File: src/rtl/pipeline_pkg.sv
// Shared definitions for the 4-stage IF/ID/EX/WB pipeline control.
// Latency: n/a (constants only).
// Backpressure: n/a.
package pipeline_pkg;

    // Register-file index width (8 architectural registers).
    localparam int REG_W = 3;

    // Opcode loaded into a latch when it is flushed or bubbled.
    localparam logic [7:0] NOP_OPCODE = 8'h00;

    // Sequencer state codes. These values appear on the state port,
    // so keep them stable.
    localparam logic [2:0] ST_IDLE  = 3'd0;
    localparam logic [2:0] ST_RUN   = 3'd1;
    localparam logic [2:0] ST_FLUSH = 3'd2;
    localparam logic [2:0] ST_HALT  = 3'd3;
    localparam logic [2:0] ST_PAUSE = 3'd4;

    // True for any code the sequencer can legitimately hold.
    function automatic logic is_legal_state(input logic [2:0] s);
        return (s <= ST_PAUSE);
    endfunction

endpackage

File: src/rtl/hazard_detect.sv
// RAW hazard compare between the ID instruction and the EX/WB writers (no forwarding).
// Latency: purely combinational, same cycle.
// Backpressure: none; the caller decides what to stall.
//   id_rs1/id_rs2, id_uses_rs1/id_uses_rs2 : sources read by the instruction in ID
//   ex_rd/wb_rd, ex_wr_reg/wb_wr_reg       : destinations of the EX and WB instructions
//   hazard                                 : some source read in ID is still being written
module hazard_detect
    import pipeline_pkg::*;
(
    input  logic [REG_W-1:0] id_rs1,
    input  logic [REG_W-1:0] id_rs2,
    input  logic             id_uses_rs1,
    input  logic             id_uses_rs2,
    input  logic [REG_W-1:0] ex_rd,
    input  logic [REG_W-1:0] wb_rd,
    input  logic             ex_wr_reg,
    input  logic             wb_wr_reg,
    output logic             hazard
);

    logic rs1_hit;
    logic rs2_hit;

    assign rs1_hit = id_uses_rs1 &&
                     ((ex_wr_reg && (id_rs1 == ex_rd)) || (wb_wr_reg && (id_rs1 == wb_rd)));
    assign rs2_hit = id_uses_rs2 &&
                     ((ex_wr_reg && (id_rs2 == ex_rd)) || (wb_wr_reg && (id_rs2 == wb_rd)));

    assign hazard = rs1_hit || rs2_hit;

endmodule

File: src/rtl/pipeline_sequencer.sv
// Cycle sequencer for the IF/ID/EX/WB pipeline: latch enables, flush/bubble, pipe reset, halt.
// Latency: state is registered; outputs decode from state plus the same-cycle hazard term.
// Backpressure: a RAW hazard freezes PC and IF/ID and bubbles ID/EX; PAUSE/HALT freeze everything.
//   Inputs : clk, rst (sync, active high), run_enable, resume, restart, ID/EX/WB register
//            fields, branch_taken (loadPC from WB), halt_seen (HLT decoded in WB)
//   Outputs: pc_inc, if_id_en, id_ex_en, ex_wb_en, if_id_flush, id_ex_bubble, pipe_rst,
//            halted, state, stall_count
module pipeline_sequencer
    import pipeline_pkg::*;
#(
    parameter int FLUSH_CYCLES = 2,
    parameter int CNT_W        = 8
) (
    input  logic             clk,
    input  logic             rst,
    input  logic             run_enable,
    input  logic             resume,
    input  logic             restart,
    input  logic [REG_W-1:0] id_rs1,
    input  logic [REG_W-1:0] id_rs2,
    input  logic             id_uses_rs1,
    input  logic             id_uses_rs2,
    input  logic [REG_W-1:0] ex_rd,
    input  logic [REG_W-1:0] wb_rd,
    input  logic             ex_wr_reg,
    input  logic             wb_wr_reg,
    input  logic             branch_taken,
    input  logic             halt_seen,
    output logic             pc_inc,
    output logic             if_id_en,
    output logic             id_ex_en,
    output logic             ex_wb_en,
    output logic             if_id_flush,
    output logic             id_ex_bubble,
    output logic             pipe_rst,
    output logic             halted,
    output logic [2:0]       state,
    output logic [CNT_W-1:0] stall_count
);

    // Counter is loaded with one less than the flush length so that the
    // cycle on which it reads zero is the last FLUSH cycle.
    localparam logic [2:0] FLUSH_LOAD = 3'(FLUSH_CYCLES - 1);

    logic [2:0]       state_q;
    logic [2:0]       state_d;
    logic [2:0]       flush_cnt_q;
    logic [2:0]       flush_cnt_d;
    logic [CNT_W-1:0] stall_q;
    logic             hazard_raw;
    logic             stall_now;

    hazard_detect u_hazard (
        .id_rs1      (id_rs1),
        .id_rs2      (id_rs2),
        .id_uses_rs1 (id_uses_rs1),
        .id_uses_rs2 (id_uses_rs2),
        .ex_rd       (ex_rd),
        .wb_rd       (wb_rd),
        .ex_wr_reg   (ex_wr_reg),
        .wb_wr_reg   (wb_wr_reg),
        .hazard      (hazard_raw)
    );

    // Hazards only matter while instructions are genuinely advancing; in
    // FLUSH the ID instruction is being discarded anyway.
    assign stall_now = (state_q == ST_RUN) && hazard_raw;

    always_comb begin
        state_d     = state_q;
        flush_cnt_d = flush_cnt_q;
        case (state_q)
            ST_IDLE: begin
                if (run_enable) state_d = ST_RUN;
            end
            ST_RUN: begin
                if (halt_seen) begin
                    state_d = ST_HALT;
                end else if (branch_taken) begin
                    state_d     = ST_FLUSH;
                    flush_cnt_d = FLUSH_LOAD;
                end else if (!run_enable) begin
                    state_d = ST_PAUSE;
                end
            end
            ST_FLUSH: begin
                if (halt_seen) begin
                    state_d = ST_HALT;
                end else if (branch_taken) begin
                    flush_cnt_d = FLUSH_LOAD;
                end else if (flush_cnt_q == 3'd0) begin
                    state_d = ST_RUN;
                end else begin
                    flush_cnt_d = flush_cnt_q - 3'd1;
                end
            end
            ST_HALT: begin
                if (restart) begin
                    state_d = ST_IDLE;
                end else if (resume) begin
                    state_d = ST_RUN;
                end
            end
            ST_PAUSE: begin
                if (run_enable) state_d = ST_RUN;
            end
            default: state_d = ST_IDLE;
        endcase
        if (!is_legal_state(state_q)) state_d = ST_IDLE;
    end

    always_ff @(posedge clk) begin
        if (rst) begin
            state_q     <= ST_IDLE;
            flush_cnt_q <= 3'd0;
        end else begin
            state_q     <= state_d;
            flush_cnt_q <= flush_cnt_d;
        end
    end

    // Cleared on entry to IDLE so the count already reads zero during the
    // pipe_rst cycle rather than one cycle after it.
    always_ff @(posedge clk) begin
        if (rst || (state_d == ST_IDLE)) begin
            stall_q <= '0;
        end else if (stall_now && (stall_q != {CNT_W{1'b1}})) begin
            stall_q <= stall_q + CNT_W'(1);
        end
    end

    always_comb begin
        pc_inc       = 1'b0;
        if_id_en     = 1'b0;
        id_ex_en     = 1'b0;
        ex_wb_en     = 1'b0;
        if_id_flush  = 1'b0;
        id_ex_bubble = 1'b0;
        pipe_rst     = 1'b0;
        halted       = 1'b0;
        case (state_q)
            ST_IDLE: pipe_rst = 1'b1;
            ST_RUN: begin
                // On a hazard, hold PC and IF/ID, let EX/WB drain, and push
                // a NOP into ID/EX in place of the stalled instruction.
                pc_inc       = !stall_now;
                if_id_en     = !stall_now;
                id_ex_en     = 1'b1;
                ex_wb_en     = 1'b1;
                id_ex_bubble = stall_now;
            end
            ST_FLUSH: begin
                pc_inc       = 1'b1;
                if_id_en     = 1'b1;
                id_ex_en     = 1'b1;
                ex_wb_en     = 1'b1;
                if_id_flush  = 1'b1;
                id_ex_bubble = 1'b1;
            end
            ST_HALT: halted = 1'b1;
            ST_PAUSE: ;
            default: pipe_rst = 1'b1;
        endcase
    end

    assign state       = state_q;
    assign stall_count = stall_q;

endmodule

File: config.mk
export PLATFORM = sky130hd
export DESIGN_NAME = pipeline_sequencer
export DESIGN_NICKNAME = d
export VERILOG_FILES = /design/src/rtl/pipeline_pkg.sv /design/src/rtl/hazard_detect.sv /design/src/rtl/pipeline_sequencer.sv
export SDC_FILE = /design/constraint.sdc
export NUM_CORES = 1
export LEC_CHECK = 0
export CORE_ASPECT_RATIO = 0.8
export CORE_MARGIN = 8
export CORE_UTILIZATION = 43
export DETAILED_ROUTE_END_ITERATION = 12
export GPL_ROUTABILITY_DRIVEN = 0
export PLACE_DENSITY = 0.89
export SETUP_SLACK_MARGIN = 0.02
export SLEW_MARGIN = 40
export SYNTH_ARGS = -nofsm -noshare
export SYNTH_HDL_FRONTEND = slang
export SYNTH_SLANG_ARGS = --single-unit
File: constraint.sdc
create_clock -name clk -period 2 [get_ports clk]
set_input_delay 0.4 -clock clk [delete_from_list [all_inputs] [get_ports clk]]
set_output_delay 0.4 -clock clk [all_outputs]
set_load 0.05 [all_outputs]
* Yosys cells after proc, flatten, opt, wreduce, memory -nomap -nowiden
Index checks and enable logic that the tools add are counted.
Operators by class: mux-type cells 23, reduce and logical (&&, ||, !) cells 21, equality and inequality tests 13, add/subtract/negate cells 2, $lt $le $gt $ge 1
Operators by type and width (number):
- $mux W3 | 15
- $eq A3 B3 Y1 | 4
- $pmux W3 S4 | 1
- $logic_not A3 Y1 | 3
- $add A8 B1 Y8 const B | 1
- $logic_and A1 B1 Y1 | 8
- $ne A8 B8 Y1 const B | 1
- $eq A3 B2 Y1 const B | 2
- $ne A2 B2 Y1 const B | 3
- $pmux W3 S2 | 1
- $reduce_and A5 Y1 | 1
- $logic_or A1 B1 Y1 | 4
- $mux W1 | 4
- $pmux W1 S2 | 2
- $reduce_or A2 Y1 | 2
- $reduce_or A4 Y1 | 1
- $eq A3 B1 Y1 const B | 1
- $eq A3 B3 Y1 const B | 1
- $le A3 B3 Y1 const B | 1
- $ne A3 B3 Y1 const B | 1
- $sub A3 B1 Y3 const B | 1
- $reduce_bool A2 Y1 | 1
- $logic_not A1 Y1 | 1
Word-level totals: output and inout port bits 19, flip-flop bits (word level) 14, logic and storage cells 63

* Depth between registers and ports, before layout
depth after elaboration 8, mapped depth 9

* Modules after synthesis
A second synthesis with hierarchy kept.
Unflattened totals: cells, all modules 128, area total of the unflattened synthesis 1136.1 µm²
Modules (own cells, without submodules):
- pipeline_sequencer | area each 989.7 µm², cells an instance 109, times used 1
- hazard_detect | area each 146.4 µm², cells an instance 19, times used 1

* Worst setup path before layout
OpenSTA, ideal clock, no wires.
path kind register to output, from register state_q[0] (netlist: state[0]), to output port pc_inc, path buffers 2, cell stages (with the launch flop) 5, required time 1.600 ns, arrival time 2.842 ns, path slack -1.242 ns, path through dfxtp_1 buf_2 or3b_1 o21ai_0 buf_4
On the way: cells in the longest elaborated chain, start to end 4, elaborated cells on any way between the ends 5
RTL lines:
- start, declared | RTL line pipeline_sequencer.sv:45 | logic [2:0] state_q;
- start signal, assigned | RTL line pipeline_sequencer.sv:117 | state_q <= state_d;
- $eq A3 B1 Y1
- $logic_and A1 B1 Y1 | RTL line pipeline_sequencer.sv:67 | assign stall_now = (state_q == ST_RUN) && hazard_raw;
- $logic_not A1 Y1
- $pmux W1 S2 (*)
- end, declared | RTL line pipeline_sequencer.sv:29 | output logic pc_inc,
Every way passes the cells marked *; elsewhere a longest branch is shown, timed or not.

* Worst setup path in the final report
from register state_q[1] (netlist: state[1]), to register stall_q[4] (netlist: stall_count[4])
On the way: cells in the longest elaborated chain, start to end 7, elaborated cells on any way between the ends 22
RTL lines:
- $mux W3 (on tied branches) | RTL line pipeline_sequencer.sv:91, pipeline_sequencer.sv:82
- $mux W3 (on tied branches) | RTL line pipeline_sequencer.sv:89, pipeline_sequencer.sv:79
- $mux W3 (on tied branches) | RTL line pipeline_sequencer.sv:87, pipeline_sequencer.sv:77
- $pmux W3 S4 | RTL line pipeline_sequencer.sv:72 | case (state_q)
- $mux W3 | RTL line pipeline_sequencer.sv:109 | if (!is_legal_state(state_q)) state_d = ST_IDLE;
- $logic_not A3 Y1 | RTL line pipeline_sequencer.sv:125 | if (rst || (state_d == ST_IDLE)) begin
- $logic_or A1 B1 Y1 | RTL line pipeline_sequencer.sv:125
- end signal, assigned | RTL line pipeline_sequencer.sv:128 | stall_q <= stall_q + CNT_W'(1);
- end, declared | RTL line pipeline_sequencer.sv:49 | logic [CNT_W-1:0] stall_q;
Parallel ways exist; a longest one is shown, timed or not. A chain may end at the register's enable or synchronous reset.

==> metrics.json <==
{
  "cts_hold_buf": {"value": 0},
  "initialDrtViolationCount": {"value": 74},
  "maxCapViolations": {"value": 0},
  "clock_skew": {"value": 0.00783, "unit": "ns"},
  "slowest_stage": {"value": "sky130_fd_sc_hd__or4_1"},
  "hold_ws": {"value": 0.533, "unit": "ns"},
  "detailedPlacementHpwl": {"value": 2690, "unit": "um"},
  "result_of_the_run": {"value": "complete, no violations"},
  "drt-wirelength-per-cell": {"value": 17.5, "unit": "um"},
  "synthesis.nets": {"value": 158},
  "grt_max_degree": {"value": 11},
  "ys_async_sr_fraction": {"value": 0, "unit": "%"},
  "dieHeight": {"value": 60.6, "unit": "um"},
  "achievable-frequency": {"value": 501, "unit": "MHz"},
  "grt_first_pass_wirelength": {"value": 5710, "unit": "um"},
  "area_delta_synth_final": {"value": 71.8, "unit": "%"},
  "slew_violations": {"value": 0},
  "clk_root_buffer_cell": {"value": "sky130_fd_sc_hd__clkbuf_4"},
  "vias_in_the_first_global_route": {"value": 1306},
  "top_cell_type_s_share_of_synthesized_area": {"value": 26.2, "unit": "%"},
  "static-leakage-power": {"value": 0.000786, "unit": "uW"},
  "finalCriticalPeriod": {"value": 2.00, "unit": "ns"},
  "route.antenna.remaining_nets": {"value": 0},
  "synthTopCellsByArea": {"value": "sky130_fd_sc_hd__dfxtp_1, sky130_fd_sc_hd__xnor2_1, sky130_fd_sc_hd__a21oi_1"},
  "yosys_warnings": {"value": 0},
  "clock_sinks": {"value": 14},
  "port_buffers": {"value": 41},
  "final_min_period_over_clock_period": {"value": 99.9, "unit": "%"},
  "n_antenna_cell": {"value": 0},
  "min-delay-start": {"value": "stall_count[5]$_SDFFE_PP0P_"},
  "yosys_most_used_dff": {"value": "sky130_fd_sc_hd__dfxtp_1"},
  "clkLatencyLatePin": {"value": 0.29, "unit": "ns"},
  "crit_type": {"value": "flop to flop"},
  "start_util": {"value": 44.5, "unit": "%"},
  "netlist-cell-type-count": {"value": 45},
  "worstMarginPinSlew": {"value": 0.519, "unit": "ns"},
  "critical_path.cell_chain": {"value": "nor3b_4 > nand2_1 > a21oi_2 > a31oi_4 > buf_4 > or4_1 > a21oi_1"},
  "dp_worst_setup_slack": {"value": -0.605, "unit": "ns"},
  "finalSetupViolCount": {"value": 0},
  "groute.usage.overall": {"value": 16.2, "unit": "%"},
  "post_synth.cell_area_avg": {"value": 8.10, "unit": "um^2"},
  "final_cell_mix": {"value": "sky130_fd_sc_hd__buf_4, sky130_fd_sc_hd__clkdlybuf4s50_1, sky130_fd_sc_hd__dfxtp_1, sky130_fd_sc_hd__clkbuf_2, sky130_fd_sc_hd__xnor2_1"},
  "cts-buffers-inserted": {"value": 3},
  "worstSetupEndpointType": {"value": "flop"},
  "rr_startpoint": {"value": "state[1]$_SDFF_PP0_"},
  "core_area": {"value": 2400, "unit": "um^2"},
  "final.fill_count": {"value": 169},
  "route.detailed.vias_per_inst": {"value": 5.96},
  "grt_overflow": {"value": 0},
  "synth.cell_area": {"value": 1070, "unit": "um^2"},
  "firstDrtPassIters": {"value": 4},
  "final_critical_path_setup_slack": {"value": 0.00201, "unit": "ns"},
  "clk_pin_slew": {"value": 0.08, "unit": "ns"},
  "cts.htree.levels": {"value": 1},
  "rsz0062_at_grt": {"value": "true"},
  "cp_data_required_time": {"value": 2.20, "unit": "ns"},
  "synth_enable_flop_cells": {"value": 0},
  "crit_fanout": {"value": 8},
  "ff2ff_setup_slack": {"value": 0.002, "unit": "ns"},
  "holdCritPathClass": {"value": "flop to flop"},
  "nets": {"value": 223},
  "ys_ff_latch": {"value": 14},
  "yosysSeqAreaShare": {"value": 26.2, "unit": "%"},
  "power_per_cell_area": {"value": 506, "unit": "nW/um^2"},
  "path_buf_inv": {"value": 1},
  "worst_r2r_endpoint": {"value": "stall_count[4]$_SDFFE_PP0P_"},
  "clock_tree.buffer_depth": {"value": 2},
  "ir_drop": {"value": 0.472, "unit": "mV"},
  "layout.cells.most_common": {"value": "sky130_fd_sc_hd__buf_4"},
  "clock_tree_from_tritoncts": {"value": "done"},
  "post_synth_inst_count": {"value": 132},
  "drc": {"value": 0},
  "min_delay_worst_endpoint": {"value": "stall_count[5]$_SDFFE_PP0P_"},
  "boundaryPins": {"value": 42},
  "rows": {"value": 16},
  "critical_path_arrival": {"value": 2.20, "unit": "ns"},
  "critical_path.max_stage_delay": {"value": 0.50, "unit": "ns"},
  "worst-r2r-cell-count": {"value": 7},
  "setup_tns": {"value": 0, "unit": "ns"},
  "holdPathStages": {"value": 2},
  "hold_violations": {"value": 0},
  "crit_path_start_kind": {"value": "flop"},
  "slew_headroom": {"value": 65.3, "unit": "%"},
  "timing.critical_path.max_delay_family": {"value": "simple AND/OR/NAND/NOR gates"},
  "fp.dieArea": {"value": 4350, "unit": "um^2"},
  "yosysTopAreaCell": {"value": "sky130_fd_sc_hd__dfxtp_1"},
  "grt_antenna_before_repair": {"value": 0},
  "via_count": {"value": 1328},
  "post_route_cells_drive_above_1_share": {"value": 42.3, "unit": "%"},
  "drt_wl_total": {"value": 3900, "unit": "um"},
  "die-width": {"value": 71.8, "unit": "um"}
}
worst reg2reg max path: cells and delay by family (launching register included):
| family | cells | cell delay, ns |
|---|---|---|
| buf+inv | 1 | 0.18 |
| compound gates | 3 | 0.42 |
| flops | 1 | 0.38 |
| simple gates | 3 | 0.93 |
stage by stage:
stage / total power (uW) / util, % / instances / area (um^2)
final: 930 / 76.5 / 223 / 1840
after global routing: 971 / 76.5 / 223 / 1840
after CTS: 894 / 73.5 / 214 / 1770
after detailed placement: 721 / 69.0 / 205 / 1660
after global placement: 709 / 69.0 / 205 / 1660
after floorplan: 555 / - / 132 / 1150
flip-flops by register name, indices dropped and copies added (netlist names):
name and flops:
state 3, stall_count 8, flush_cnt_q 3
worst max path at each step:
stage	startpoint	to	slack (ns)	cells past startpoint
6_report	state[1]$_SDFF_PP0_	stall_count[4]$_SDFFE_PP0P_	0.002	7
5_1_grt	state[1]$_SDFF_PP0_	stall_count[4]$_SDFFE_PP0P_	-0.09	7
4_1_cts	id_rs2[0]	pc_inc	0.02	7
3_5_place_dp	id_rs1[0]	id_ex_bubble	-0.60	7
3_3_place_gp	ex_rd[0]	id_ex_bubble	-0.49	7
2_1_floorplan	state[0]$_SDFF_PP0_	pc_inc	-0.02	4
layout make-up:
| type | instances | area (um^2) | area share (%) |
|---|---|---|---|
| Clock buffer | 3 | 22.5 | 1.23 |
| Clock inverter | 1 | 3.75 | 0.204 |
| Inverter | 10 | 50.0 | 2.72 |
| Multi-Input combinational cell | 101 | 837 | 45.5 |
| Sequential cell | 14 | 292 | 15.9 |
| Tap cell | 27 | 33.8 | 1.84 |
| Timing Repair Buffer | 67 | 599 | 32.6 |
per-layer routing:
layer,up-vias,global-route usage [%],part of all wire [%]
met4,0,5.80,2.4
met1,623,16.7,39
li1,613,-,-
met2,82,30.6,50
met5,-,0,0
met3,10,4.95,8.4
synth_stat cells, drive strengths merged (2+ instances only):
| cell | count |
|---|---|
| dfxtp | 14 |
| xnor2 | 14 |
| a21oi | 12 |
| inv | 9 |
| nand2 | 8 |
| o21ai | 8 |
| buf | 7 |
| nor2 | 6 |
| nand3 | 4 |
| nand4 | 4 |
| and3 | 3 |
| ha | 3 |
| nor3 | 3 |
| nor3b | 3 |
| o31ai | 3 |
| or4 | 3 |
| a31oi | 2 |
| nand2b | 2 |
| nor2b | 2 |
| o21a | 2 |
| o41ai | 2 |
| or2 | 2 |
cells by family after synthesis:
logic type	synth area share [%]
buffers and inverters	8.07
xor gates and xnor gates	11.5
AOI/OAI and AO/OA	24.9
DFF	26.2
and+or+nand+nor	25.8
adders and majority gates	3.51
what timing repair did:
item / 4_1_cts / 5_1_grt
buffers inserted: 5 / 9
gates resized for setup: 36 / 27
pin swaps: 17 / 16
setup endpoints to repair: 10 / 15
report_power, final:
part	internal [uW]	total (uW)	switching, uW
registers	286	295	8.40
logic	220	469	249
clock network	72.5	166	93.8
total	579	930	352
(Power assumes the default switching activity.)
